<file path="config.mk">
export PLATFORM = sky130hd
export DESIGN_NAME = ex_stage_pipe
export DESIGN_NICKNAME = d
export VERILOG_FILES = /design/src/rtl/ex_pkg.sv /design/src/rtl/ex_mul_seq.sv /design/src/rtl/ex_stage_pipe.sv
export SDC_FILE = /design/constraint.sdc
export NUM_CORES = 1
export LEC_CHECK = 0
export BUFFER_PORTS_ARGS = -buffer_cell sky130_fd_sc_hd__buf_2
export CORE_MARGIN = 2
export CORE_UTILIZATION = 30
export CTS_BUF_LIST = sky130_fd_sc_hd__clkbuf_8
export DETAILED_ROUTE_END_ITERATION = 10
export SYNTH_ARGS = -nofsm -noshare
export SYNTH_HDL_FRONTEND = slang
export SYNTH_SLANG_ARGS = --single-unit
</file>
<file path="constraint.sdc">
create_clock -name clock -period 5.3 [get_ports clock]
set_clock_uncertainty 0.05 [all_clocks]
set_input_delay 0.265 -clock clock [delete_from_list [all_inputs] [get_ports clock]]
set_output_delay 0.265 -clock clock [all_outputs]
set_load 0.02 [all_outputs]
</file>
<file path="src/rtl/ex_pkg.sv">
// rtl/ex_pkg.sv - shared encodings for the accumulator execute stage
//
// Purpose: ALU function codes, FSM state type and the bundle of control bits
// that travel with an instruction into the MEM stage.
// Ports: none (package).

package ex_pkg;

  localparam logic [2:0] ALU_ADD = 3'b000;
  localparam logic [2:0] ALU_SUB = 3'b001;
  localparam logic [2:0] ALU_AND = 3'b010;
  localparam logic [2:0] ALU_OR  = 3'b011;
  localparam logic [2:0] ALU_XOR = 3'b100;
  localparam logic [2:0] ALU_SHL = 3'b101;
  localparam logic [2:0] ALU_SHR = 3'b110;
  localparam logic [2:0] ALU_MUL = 3'b111;

  typedef enum logic [1:0] {
    ST_IDLE = 2'd0,
    ST_MUL  = 2'd1,
    ST_DONE = 2'd2
  } ex_state_e;

  // Controls forwarded to MEM, MSB first: wr, wm, rm, neq, j, jc
  typedef struct packed {
    logic wr;
    logic wm;
    logic rm;
    logic neq;
    logic j;
    logic jc;
  } mem_ctl_t;

endpackage

</file>
<file path="src/rtl/ex_mul_seq.sv">
// rtl/ex_mul_seq.sv - sequential shift-add multiplier, low half of the product
//
// Purpose: DATA_W-step shift-add multiply; one step per clock after start.
// Ports:
//   clock, reset      rising-edge clock, synchronous active-high reset
//   start             load operands a/b and begin (ignored while abort)
//   abort             cancel any multiply in progress
//   a, b              multiplicand / multiplier
//   done              high during the cycle whose step is the last one
//   product           low DATA_W bits; valid while done and until next start

module ex_mul_seq #(
  parameter int DATA_W = 8
) (
  input  logic              clock,
  input  logic              reset,
  input  logic              start,
  input  logic              abort,
  input  logic [DATA_W-1:0] a,
  input  logic [DATA_W-1:0] b,
  output logic              done,
  output logic [DATA_W-1:0] product
);

  localparam int CNT_W = $clog2(DATA_W + 1);

  logic [DATA_W-1:0] mcand_q, mcand_d;
  logic [DATA_W-1:0] mplier_q, mplier_d;
  logic [DATA_W-1:0] acc_q, acc_d;
  logic [DATA_W-1:0] acc_step;
  logic [CNT_W-1:0]  cnt_q, cnt_d;

  always_comb begin
    acc_step = acc_q + (mplier_q[0] ? mcand_q : '0);
    mcand_d  = mcand_q;
    mplier_d = mplier_q;
    acc_d    = acc_q;
    cnt_d    = cnt_q;
    if (abort) begin
      cnt_d = '0;
    end else if (start) begin
      mcand_d  = a;
      mplier_d = b;
      acc_d    = '0;
      cnt_d    = CNT_W'(DATA_W);
    end else if (cnt_q != '0) begin
      acc_d    = acc_step;
      mcand_d  = mcand_q << 1;
      mplier_d = mplier_q >> 1;
      cnt_d    = cnt_q - 1'b1;
    end
  end

  // The final step's sum is offered combinationally so a free output
  // register can capture it on the same edge the step completes.
  assign done    = (cnt_q == CNT_W'(1));
  assign product = (cnt_q != '0) ? acc_step : acc_q;

  always_ff @(posedge clock) begin
    if (reset) begin
      mcand_q  <= '0;
      mplier_q <= '0;
      acc_q    <= '0;
      cnt_q    <= '0;
    end else begin
      mcand_q  <= mcand_d;
      mplier_q <= mplier_d;
      acc_q    <= acc_d;
      cnt_q    <= cnt_d;
    end
  end

endmodule

</file>
<file path="src/rtl/ex_stage_pipe.sv">
// rtl/ex_stage_pipe.sv - execute stage with accumulator and EX/MEM register
//
// Purpose: ALU against the internal accumulator, jump target, optional
// multi-cycle multiply, and the EX/MEM pipeline register with valid/ready.
// Ports:
//   clock, reset                 rising-edge clock, synchronous active-high reset
//   in_valid / in_ready          decode-side handshake
//   flush                        kill in-flight and incoming instruction
//   wr sout wm rm neq j jc sin ina, pc, reg_val, sinal_ext, funct
//                                decoded instruction fields
//   out_valid / out_ready        MEM-side handshake
//   busy                         multiply in progress
//   zero_out, ac_out_value, ula_jump_out, rs, *_mem
//                                EX/MEM register contents

module ex_stage_pipe
  import ex_pkg::*;
#(
  parameter int DATA_W = 8,
  parameter int PC_W   = 8,
  parameter bit MUL_EN = 1'b1
) (
  input  logic              clock,
  input  logic              reset,
  input  logic              in_valid,
  output logic              in_ready,
  input  logic              flush,
  input  logic              wr,
  input  logic              sout,
  input  logic              wm,
  input  logic              rm,
  input  logic              neq,
  input  logic              j,
  input  logic              jc,
  input  logic              sin,
  input  logic              ina,
  input  logic [PC_W-1:0]   pc,
  input  logic [DATA_W-1:0] reg_val,
  input  logic [DATA_W-1:0] sinal_ext,
  input  logic [2:0]        funct,
  output logic              out_valid,
  input  logic              out_ready,
  output logic              busy,
  output logic              zero_out,
  output logic [DATA_W-1:0] ac_out_value,
  output logic [PC_W-1:0]   ula_jump_out,
  output logic [DATA_W-1:0] rs,
  output logic              wr_mem,
  output logic              wm_mem,
  output logic              rm_mem,
  output logic              neq_mem,
  output logic              j_mem,
  output logic              jc_mem
);

  localparam int SH_W = $clog2(DATA_W);

  ex_state_e         state_q, state_d;
  logic [DATA_W-1:0] acc_q, acc_d;
  logic              out_valid_q, out_valid_d;
  logic [DATA_W-1:0] res_q, res_d;
  logic              zero_q, zero_d;
  logic [PC_W-1:0]   jump_q, jump_d;
  logic [DATA_W-1:0] rs_q, rs_d;
  mem_ctl_t          ctl_q, ctl_d;

  // Fields of the multiply in flight, captured at accept time
  logic [PC_W-1:0]   pjump_q, pjump_d;
  logic [DATA_W-1:0] prs_q, prs_d;
  mem_ctl_t          pctl_q, pctl_d;

  logic [DATA_W-1:0] op_b;
  logic [DATA_W-1:0] alu_res;
  logic [PC_W-1:0]   imm_pc;
  logic [PC_W-1:0]   jump_in;
  mem_ctl_t          ctl_in;
  logic              accept;
  logic              reg_free;
  logic              is_mul;
  logic              load_mul;
  logic              mul_start;
  logic              mul_abort;
  logic              mul_done;
  logic [DATA_W-1:0] mul_product;

  if (PC_W > DATA_W) begin : g_imm_sext
    assign imm_pc = {{(PC_W - DATA_W){sinal_ext[DATA_W-1]}}, sinal_ext};
  end else begin : g_imm_trunc
    assign imm_pc = sinal_ext[PC_W-1:0];
  end

  assign jump_in  = pc + imm_pc;
  assign ctl_in   = {wr, wm, rm, neq, j, jc};
  assign busy     = (state_q != ST_IDLE);
  assign reg_free = !out_valid_q || out_ready;
  assign in_ready = !busy && reg_free && !reset;
  assign accept   = in_valid && in_ready;
  assign is_mul   = MUL_EN && (funct == ALU_MUL) && !ina;

  always_comb begin
    op_b    = sin ? sinal_ext : reg_val;
    alu_res = acc_q;
    case (funct)
      ALU_ADD: alu_res = acc_q + op_b;
      ALU_SUB: alu_res = acc_q - op_b;
      ALU_AND: alu_res = acc_q & op_b;
      ALU_OR:  alu_res = acc_q | op_b;
      ALU_XOR: alu_res = acc_q ^ op_b;
      ALU_SHL: alu_res = acc_q << op_b[SH_W-1:0];
      ALU_SHR: alu_res = acc_q >> op_b[SH_W-1:0];
      // With the multiplier present this path is unused; without it, pass A
      default: alu_res = acc_q;
    endcase
    if (ina) begin
      alu_res = op_b;
    end
  end

  always_comb begin
    state_d     = state_q;
    acc_d       = acc_q;
    out_valid_d = out_valid_q;
    res_d       = res_q;
    zero_d      = zero_q;
    jump_d      = jump_q;
    rs_d        = rs_q;
    ctl_d       = ctl_q;
    pjump_d     = pjump_q;
    prs_d       = prs_q;
    pctl_d      = pctl_q;
    mul_start   = 1'b0;
    mul_abort   = 1'b0;
    load_mul    = 1'b0;

    if (flush) begin
      // Register payload is left alone; only validity and MEM controls die
      state_d     = ST_IDLE;
      out_valid_d = 1'b0;
      ctl_d       = '0;
      mul_abort   = 1'b1;
    end else begin
      if (out_valid_q && out_ready) begin
        out_valid_d = 1'b0;
      end
      case (state_q)
        ST_IDLE: begin
          if (accept) begin
            if (is_mul) begin
              mul_start = 1'b1;
              pjump_d   = jump_in;
              prs_d     = sout ? acc_q : reg_val;
              pctl_d    = ctl_in;
              state_d   = ST_MUL;
            end else begin
              out_valid_d = 1'b1;
              res_d       = alu_res;
              zero_d      = (alu_res == '0);
              jump_d      = jump_in;
              rs_d        = sout ? acc_q : reg_val;
              ctl_d       = ctl_in;
              if (wr) begin
                acc_d = alu_res;
              end
            end
          end
        end
        ST_MUL: begin
          if (mul_done) begin
            if (reg_free) begin
              load_mul = 1'b1;
            end else begin
              state_d = ST_DONE;
            end
          end
        end
        ST_DONE: begin
          if (reg_free) begin
            load_mul = 1'b1;
          end
        end
        default: state_d = ST_IDLE;
      endcase

      if (load_mul) begin
        state_d     = ST_IDLE;
        out_valid_d = 1'b1;
        res_d       = mul_product;
        zero_d      = (mul_product == '0);
        jump_d      = pjump_q;
        rs_d        = prs_q;
        ctl_d       = pctl_q;
        if (pctl_q.wr) begin
          acc_d = mul_product;
        end
      end
    end
  end

  always_ff @(posedge clock) begin
    if (reset) begin
      state_q     <= ST_IDLE;
      acc_q       <= '0;
      out_valid_q <= 1'b0;
      res_q       <= '0;
      zero_q      <= 1'b0;
      jump_q      <= '0;
      rs_q        <= '0;
      ctl_q       <= '0;
      pjump_q     <= '0;
      prs_q       <= '0;
      pctl_q      <= '0;
    end else begin
      state_q     <= state_d;
      acc_q       <= acc_d;
      out_valid_q <= out_valid_d;
      res_q       <= res_d;
      zero_q      <= zero_d;
      jump_q      <= jump_d;
      rs_q        <= rs_d;
      ctl_q       <= ctl_d;
      pjump_q     <= pjump_d;
      prs_q       <= prs_d;
      pctl_q      <= pctl_d;
    end
  end

  ex_mul_seq #(
    .DATA_W (DATA_W)
  ) u_mul (
    .clock   (clock),
    .reset   (reset),
    .start   (mul_start),
    .abort   (mul_abort),
    .a       (acc_q),
    .b       (op_b),
    .done    (mul_done),
    .product (mul_product)
  );

  assign out_valid    = out_valid_q;
  assign zero_out     = zero_q;
  assign ac_out_value = res_q;
  assign ula_jump_out = jump_q;
  assign rs           = rs_q;
  assign wr_mem       = ctl_q.wr;
  assign wm_mem       = ctl_q.wm;
  assign rm_mem       = ctl_q.rm;
  assign neq_mem      = ctl_q.neq;
  assign j_mem        = ctl_q.j;
  assign jc_mem       = ctl_q.jc;

endmodule

</file>
Word level (Yosys, flattened, before mapping)
Cells that the tools add are included.
{ "word_totals": {"reg_bits": 92} }
{ "op_classes": {"n_reduce_logical": 28, "muxes": 58, "add_sub_neg": 5, "bitwise_logic": 6, "eq_ne": 15, "shifts": 2} }
{ "op_table": {"columns": ["operator", "n"], "rows": [
  ["$mux 8", 28],
  ["$pmux 8 s7", 1],
  ["$add 8x8->8", 3],
  ["$mux 6", 4],
  ["$mux 1", 17],
  ["$logic_not 8->1", 2],
  ["$eq 3x3->1 const B", 4],
  ["$and 8x8->8", 1],
  ["$mux 2", 4],
  ["$mux 4", 2],
  ["$ne 2x2->1 const B", 4],
  ["$or 8x8->8", 1],
  ["$reduce_and 4->1", 2],
  ["$reduce_bool 2->1", 4],
  ["$shl 8x3->8", 1],
  ["$shr 8x3->8", 1],
  ["$sub 8x8->8", 1],
  ["$xor 8x8->8", 1],
  ["$eq 3x2->1 const B", 2],
  ["$pmux 2 s3", 1],
  ["$reduce_or 3->1", 2],
  ["$logic_and 1x1->1", 5],
  ["$reduce_and 5->1", 1],
  ["$eq 4x1->1 const B", 1],
  ["15 further kinds", 21]
]} }

Depth between registers and ports, before layout
Gate-level depths: netlist (run 1).
{ "logic_depth": {"word_depth": 10, "ltp_mapped": 17} }

Hierarchy
Synthesis (run 1) repeated with hierarchy kept, for this count alone.
{ "hier_totals": {"cells_unflattened": 818, "hier_area_um2": 6500.0} }
{ "by_module_without_submodules": {"columns": ["mod", "instances", "seq_area_each_um2", "area_per_inst_um2", "cells_each"], "rows": [
  ["ex_stage_pipe", 1, 1281.2, 4899.7, 642],
  ["ex_mul_seq", 1, 560.5, 1600.3, 176]
]} }

Least setup slack after synthesis (run 1)
No wires, ideal clock.
{ "synth_path": {"kind": "input -> register", "startpoint": "input port sin", "endpoint": "register zero_q (netlist: zero_out)", "n_path_buf": 2, "cell_stages": 16, "slack_ns": 1.676, "arrival_ns": 3.500, "cell_sequence": "buf_6 -> mux2i_4 -> clkbuf_1 -> ha_1 -> nand2_1 -> o21ai_0 -> fa_1 -> xor2_1 -> o22ai_1 -> o21ai_0 -> o311ai_0 -> o31ai_2 -> or4b_1 -> nor4b_2 -> nand3_1 -> o211ai_2"} }
{ "synth_via": {"elab_chain_len": 9, "word_cells_on_any_way": 15, "classes_between": "add/sub (2); shift (2); mux (7); bitwise (3); reduce/logical (1)"} }
{ "synth_lines": {"columns": ["element", "line", "text"], "rows": [
  ["from (decl)", "ex_stage_pipe.sv:35", "input logic sin,"],
  ["$mux 8 (*)", "ex_stage_pipe.sv:101", "op_b = sin ? sinal_ext : reg_val;"],
  ["$sub 8x8->8, or another cell as far along", "ex_stage_pipe.sv:105", "ALU_SUB: alu_res = acc_q - op_b;"],
  ["$pmux 8 s7", "ex_stage_pipe.sv:103", "case (funct)"],
  ["$mux 8 (*)", "ex_stage_pipe.sv:114", "if (ina) begin"],
  ["$logic_not 8->1 (*)", "ex_stage_pipe.sv:157", "zero_d = (alu_res == '0);"],
  ["$mux 1 (*)", "ex_stage_pipe.sv:148", "if (is_mul) begin"],
  ["$mux 1 (*)", "ex_stage_pipe.sv:147", "if (accept) begin"],
  ["$mux 1 (*)", "ex_stage_pipe.sv:145", "case (state_q)"],
  ["$mux 1 (*)", "ex_stage_pipe.sv:184", "if (load_mul) begin"],
  ["to (signal assigned)", "ex_stage_pipe.sv:217", "zero_q <= zero_d;"],
  ["to (decl)", "ex_stage_pipe.sv:62", "logic zero_q, zero_d;"]
]} }
Mark *: on every way between the ends. The rest lies on a longest branch, timed or not. The select of a mux whose other input is x is not followed.
A chain may end at the register's enable or synchronous reset.

Worst setup path in the final report (run 1)
Same ends and word-level chain as after synthesis.

==> impl_metrics.ini, run 1 <==
[power]
peakVddDrop_v = 0.000115
power_leakage_nw = 2.90
power_density_mw_per_mm2 = 212

[worst_setup_path]
reg2reg_slack_ns = 1.81
crit_type = in -> reg
r2r_cells = 12
crit_path_start = sin
path_max_fanout = 18
r2r-start = acc_q[0]$_SDFFE_PP0N_
cp_data_arrival_time_ns = 4.14
endpoint = zero_out$_SDFFE_PP0P_
worstPathRequired_ns = 5.54
cp-start-kind = input port
reg2reg_to = zero_out$_SDFFE_PP0P_
timing.critical_path.to_type = flip-flop

[placement]
place_area_mm2 = 0.00699
io_buffers = 74
place_ws_ns = 1.09
dp_hpwl_um = 14000
place_congestion = 0.934

[grt]
grt_pass1_wl_um = 30700
grtUsageTotal_pct = 17.1
antenna_found_initial = 0
overflow = 0
grt_pass1_vias = 5732
grt_max_degree = 83

[synthesis]
synth-compound-area-share_pct = 23.9
synth_top_family_by_area = compound AO/OA/AOI/OAI gates
synth_edf_count = 0
synthFlopType = dfxtp_1
ys_warn_count = 0
ys_seq_area_share_pct = 28.5
synth_nets = 939
synth-xor-area-share_pct = 3.39
synthArstFlopShare_pct = 0
syn-instance-count = 850
yosys-mux-area-fraction_pct = 6.87
synthDistinctLibCells = 68
synthAdderAreaFrac_pct = 9.64
syn_area_per_cell_um2 = 7.60
synth-simple-area-share_pct = 21.9
syn-cell-area_mm2 = 0.00646
ys_ff_latch = 92

[cells_and_area]
drive_gt1_share_pct = 13.5
area_delta_synth_final_pct = 11.0
nets = 971
diodes = 0
fin_area_mm2 = 0.00717

[drt]
drc = 0
avgRoutedWirePerCell_um = 16.7
ant_nets = 0
firstDrtPassIters = 5
drt_iter0_markers = 477
vias_per_cell = 5.38
via_count = 6246
totalWireLength_um = 19400

[cts]
cts_setup_buffers = 0
cts.repair.resized = 0
ctsHoldBuffers = 0
cts_sinks = 92
cts_tree = built
ctsHtreeMaxLevel = 3
clkSlewWorstSetupHoldPaths_ns = 0.09
clock_latency_ns = 0.36
clockBufferDepth = 2
root_buffer = clkbuf_8
cts_made_buffers = 9

[die]
die_w_um = 151
die_h_um = 151
ios = 75
core_area_mm2 = 0.0211
die-area_mm2 = 0.0227
initial_utilization_pct = 30.6
row_count = 53

[sta]
setup_slack_ns = 1.40
fin_crit_ns = 3.90
maxSlewHeadroom_pct = 35.0
maxSlewViolCount = 0
grt_setup_unrepaired = no
max_freq_mhz = 256
worst_slew_pin_slew_ns = 0.975
tns_ns = 0
finalHoldViolCount = 0
finalCritPeriodShare_pct = 73.6
setup_viol = 0

[flow_run]
cap_violations = 0

[run_status]
outcome = finished, final reports clean

[min_path]
worstHoldPathType = in -> reg
-- per-stage QoR --
step | hold WS [ns] | total power, mW | util [%] | instances
after CTS | 0.0795 | 1.54 | 34.0 | 1162
after detailed placement | 0.396 | 1.08 | 33.1 | 1146
after global routing | 0.0930 | 1.60 | 34.0 | 1162
after floorplan | 0.351 | 0.983 | - | 850
final | 0.0977 | 1.52 | 34.0 | 1162
after global placement | 0.393 | 1.08 | 33.1 | 1146
-- cell usage after synthesis (4+ instances only) --
master	number	area, um^2
a211oi_1	28	210
a21o_1	7	52.6
a21oi_1	68	340
a22oi_1	10	75.1
a311oi_1	6	52.6
a31oi_1	8	50.1
and2_1	12	75.1
buf_1	4	15.0
buf_2	7	35.0
clkbuf_1	48	180
dfxtp_1	92	1840
ha_1	45	563
inv_1	29	109
mux2i_1	32	320
nand2_1	106	398
nand2b_1	5	31.3
nand3_1	6	30.0
nor2_1	104	390
nor2b_1	4	25.0
nor3_1	48	240
o211ai_1	14	105
o21ai_0	44	220
o22ai_1	13	81.3
o311ai_0	4	35.0
o31ai_1	5	37.5
o32ai_1	4	35.0
or3_1	4	25.0
xnor2_1	18	158
xor2_1	7	61.3
-- registers in the layout, summed over array words and instances, names as in the netlist, 4 cells and up --
register and flops:
u_mul.mcand_q 8, ac_out_value 8, prs_q 8, u_mul.mplier_q 8
pctl_q 6, u_mul.cnt_q 4, pjump_q 8, u_mul.acc_q 8
rs 8, acc_q 8, ula_jump_out 8
-- worst min path at each step --
stage / startpoint / cells past startpoint / slack, ns / endpoint
5_1_grt: j / 3 / 0.09 / pctl_q[1]$_SDFFE_PP0P_
2_1_floorplan: jc / 2 / 0.35 / pctl_q[0]$_SDFFE_PP0P_
4_1_cts: rm / 3 / 0.08 / pctl_q[3]$_SDFFE_PP0P_
3_3_place_gp: pjump_q[6]$_SDFFE_PP0P_ / 2 / 0.39 / pjump_q[6]$_SDFFE_PP0P_
3_5_place_dp: rs[2]$_SDFFE_PP0P_ / 2 / 0.40 / rs[2]$_SDFFE_PP0P_
6_report: rm / 3 / 0.1 / pctl_q[3]$_SDFFE_PP0P_
-- report_power, final --
group / internal, mW / switching [mW]
combinational: 0.130 / 0.218
sequential: 0.707 / 0.0160
clock: 0.188 / 0.262
-- cell type report --
type	count	area [um^2]
well taps	275	344
clock buffers	10	138
inverters	32	120
multi-input cells	665	4250
flip-flops and latches	92	1840
fillers	2268	13900
clock inverters	6	45.0
repair buffers	82	430
-- routing by layer --
metal | up-vias | part of all wire, % | global-route usage (%)
met2 | 224 | 44 | 26.5
met1 | 2872 | 48 | 24.1
li1 | 3109 | - | -
met5 | - | 0 | 0
met4 | 0 | 2.6 | 5.33
met3 | 41 | 5.9 | 3.07
-- critical path, stage by stage --
cell      delay, ns
buf_2          0.33
mux2i_4        0.67
ha_1           0.35
nand2_1        0.05
o21ai_0        0.14
fa_1           0.46
xor2_1         0.16
o22ai_1        0.09
o21ai_0        0.19
o311ai_0       0.18
o31ai_2        0.34
or4b_1         0.49
nor4b_2        0.22
nand3_1        0.12
o211ai_2       0.08
-- cell usage in the layout (no fill, tap or decap), types with 7 or more instances in the layout --
cell type,instances
a21o_1,7
a22oi_1,10
inv_1,29
xnor2_1,18
a31oi_1,8
o22ai_1,13
buf_2,74
a21oi_1,67
ha_1,45
xor2_1,7
nand2_1,106
clkbuf_8,10
nor3_1,48
o211ai_1,14
a211oi_1,28
buf_4,8
o21ai_0,44
and2_1,12
dfxtp_1,92
nor2_1,103
mux2i_1,32
-- kinds of logic after synthesis --
kind of cell | after synthesis
DFF | 92
and+or+nand+nor | 314
AOI/OAI and AO/OA | 239
muxes | 39
xor gates and xnor gates | 25
adders and majority gates | 48
buffers and inverters | 93
(Power assumes the default switching activity.)
==> inputs of run 2 (changes only) <==
--- a/config.mk
+++ b/config.mk
@@ -5,6 +5,7 @@
 export SDC_FILE = /design/constraint.sdc
 export NUM_CORES = 1
 export LEC_CHECK = 0
+export ABC_AREA = 1
 export BUFFER_PORTS_ARGS = -buffer_cell sky130_fd_sc_hd__buf_2
 export CORE_MARGIN = 2
 export CORE_UTILIZATION = 30
==> constraint.sdc (replaced) <==
create_clock -name clock -period 3.6 [get_ports clock]
set_clock_uncertainty 0.05 [all_clocks]
set_input_delay 0.18 -clock clock [delete_from_list [all_inputs] [get_ports clock]]
set_output_delay 0.18 -clock clock [all_outputs]
set_load 0.02 [all_outputs]
==> run 2 against run 1 <==
Critical path depth grew 4. Die area grew 3.7%. Highest routed layer unchanged. Setup slack lost 0.81 ns. Combinational power grew to 3.3 times the previous value. Largest cell class unchanged.
==> impl_metrics.ini, run 2 <==
[synthesis]
synth_nets = 1126
yosysTopAreaCell = dfxtp_1
synthArstFlopShare_pct = 0
syn_area_per_cell_um2 = 6.47
ys_warn_count = 0
synthTopCellsByCount = nand2_1 (291), inv_1 (109), nand3_1 (95)
yosysMostFrequentCell = nand2_1
synth_top_area_share_pct = 27.5
syn-instance-count = 1037
ys_ff_latch = 92
synthFlopType = dfxtp_1
ys_seq_area_share_pct = 27.5
synth_area_leaders = dfxtp_1 (27%), nand2_1 (16%), ha_1 (8.4%), nand3_1 (7.1%), o21ai_0 (6.5%)
syn-cell-area_mm2 = 0.00671
synthDistinctLibCells = 42
synth_edf_count = 0

[sta]
hold_ws_ns = 0.0318
finalHoldViolCount = 0
finalCritPeriodShare_pct = 83.7
worst_slew_pin_slew_ns = 0.995
max_freq_mhz = 332
setup_viol = 0
grt_setup_unrepaired = no
maxSlewHeadroom_pct = 33.5
maxSlewViolCount = 0
fin_crit_ns = 3.01
tns_ns = 0

[cells_and_area]
nets = 1186
final_cell_mix = nand2_1 (291), inv_1 (110), nand3_1 (95)
regArea_mm2 = 0.00184
area_delta_synth_final_pct = 12.5
diodes = 0
fin_area_mm2 = 0.00754
fillers = 2440
drive_gt1_share_pct = 13.4
multiInputGateArea_mm2 = 0.00417
final_common_cell = nand2_1

[min_path]
worstHoldPathType = in -> reg

[worst_setup_path]
cp_cell_sequence = buf_2 > inv_6 > nand2_1 > nand2_2 > ha_1 > nand2_1 > o21ai_0 > fa_1 > inv_1 > nand2_1 > nand3_1 > nand4_1 > a21oi_1 > nand2_1 > a21oi_1 > nand3_1 > nor2_1 > nand3_1 > a21oi_1
path_max_fanout = 19
cp_data_arrival_time_ns = 3.27
timing.critical_path.to_type = flip-flop
slowest_delay_ns = 0.48
cp-start-kind = input port
worstPathRequired_ns = 3.86
critical-path-slowest-cell = fa_1
critPathMostFrequentCell = nand2_1
crit_type = in -> reg

[drt]
avgRoutedWirePerCell_um = 15.7
via_count = 7025
drc = 0
firstDrtPassIters = 5
totalWireLength_um = 21700
ant_nets = 0
drt_iter0_markers = 585
vias_per_cell = 5.08

[power]
power.total_mw = 3.11
power_leakage_nw = 3.59
peakVddDrop_v = 0.000244
power_density_mw_per_mm2 = 413

[grt]
grt_pass1_vias = 6421
grt_max_degree = 40
overflow = 0
grtUsageTotal_pct = 18.3
antenna_found_initial = 0
grt_pass1_wl_um = 34900

[cts]
cts_sinks = 92
cts_tree = built
clock_latency_ns = 0.38
cts_made_buffers = 9
ctsHtreeMaxLevel = 3
root_buffer = clkbuf_8
clockBufferDepth = 2
clkSlewWorstSetupHoldPaths_ns = 0.11

[die]
die_h_um = 154
core_area_mm2 = 0.0219
row_count = 54
initial_utilization_pct = 30.6
die_w_um = 154
ios = 75
die-area_mm2 = 0.0236

[placement]
dp_hpwl_um = 16300
place_congestion = 0.947
io_buffers = 74
place_area_mm2 = 0.00726

[run_status]
outcome = finished, final reports clean

[flow_run]
cap_violations = 0
## run 2: changes by cell type after synthesis, sizes merged, moves of 37 or more
cell / before / now
nand2: 106 / 313
nand3: 7 / 97
nor3: 49 / 7
inv: 32 / 117
nor2: 104 / 67
o21ai: 45 / 93
## run 2: cells by family (layout without fill, tap and decap cells)
kind of cell	Yosys count	after routing	share of synthesized area, %
xor+xnor	18	18	2.35
compound gates	215	215	17.5
flops	92	92	27.5
buf+inv	159	224	10.4
fa+ha+maj	48	48	9.29
simple gates	505	505	33.1
## run 2: final cells by class
class                      instances  area share (%)
inverter                         118            5.97
clock buffer                       9            1.64
clock inverter                     7            1.38
multi-input combinational        786            55.3
tap                              280            4.64
timing repair buffer              90            6.67
sequential                        92            24.4
## run 2: worst paths after layout
path	start	slack (ns)	endpoint	cells past startpoint
worst max register to register	acc_q[0]$_SDFFE_PP0N_	0.67	zero_out$_SDFFE_PP0P_	14
worst min register to register	prs_q[6]$_SDFFE_PP0P_	0.42	prs_q[6]$_SDFFE_PP0P_	2
worst max-delay path	sin	0.59	zero_out$_SDFFE_PP0P_	19
worst min-delay path	wr	0.03	pctl_q[5]$_SDFFE_PP0P_	3
## run 2: where the power goes
| group | total [mW] | switching, mW | internal (mW) |
|---|---|---|---|
| logic | 1.16 | 0.803 | 0.353 |
| registers | 1.14 | 0.0563 | 1.08 |
| clock network | 0.817 | 0.413 | 0.404 |
| total | 3.11 | 1.27 | 1.84 |
## run 2: repair_timing
| action | 4_1_cts | 5_1_grt |
|---|---|---|
| hold endpoints to repair | 5 | 0 |
| setup endpoints to repair | 0 | 0 |
| gates resized for setup | 0 | 0 |
| setup buffers | 0 | 0 |
| hold buffers | 5 | 0 |
## run 2: per-layer routing
metal,vias up,share of wire (%),global-route usage [%]
met5,-,0,0
met3,23,6.1,2.82
met2,234,44,28.0
met1,3246,49,26.9
met4,0,1.5,4.72
li1,3522,-,-
## run 2: per-stage QoR
stage	setup slack, ns	util [%]	instances
after global placement	0.405	33.2	1361
after detailed placement	0.263	33.2	1361
after global routing	0.287	34.5	1382
after floorplan	0.915	-	1037
after CTS	0.644	34.5	1382
final	0.586	34.5	1382
## run 2: critical path: cells and delay by family
family / cells / cell delay (ns)
compound gates: 4 / 0.68
simple gates: 10 / 1.02
buf+inv: 3 / 0.58
fa+ha+maj: 2 / 0.79
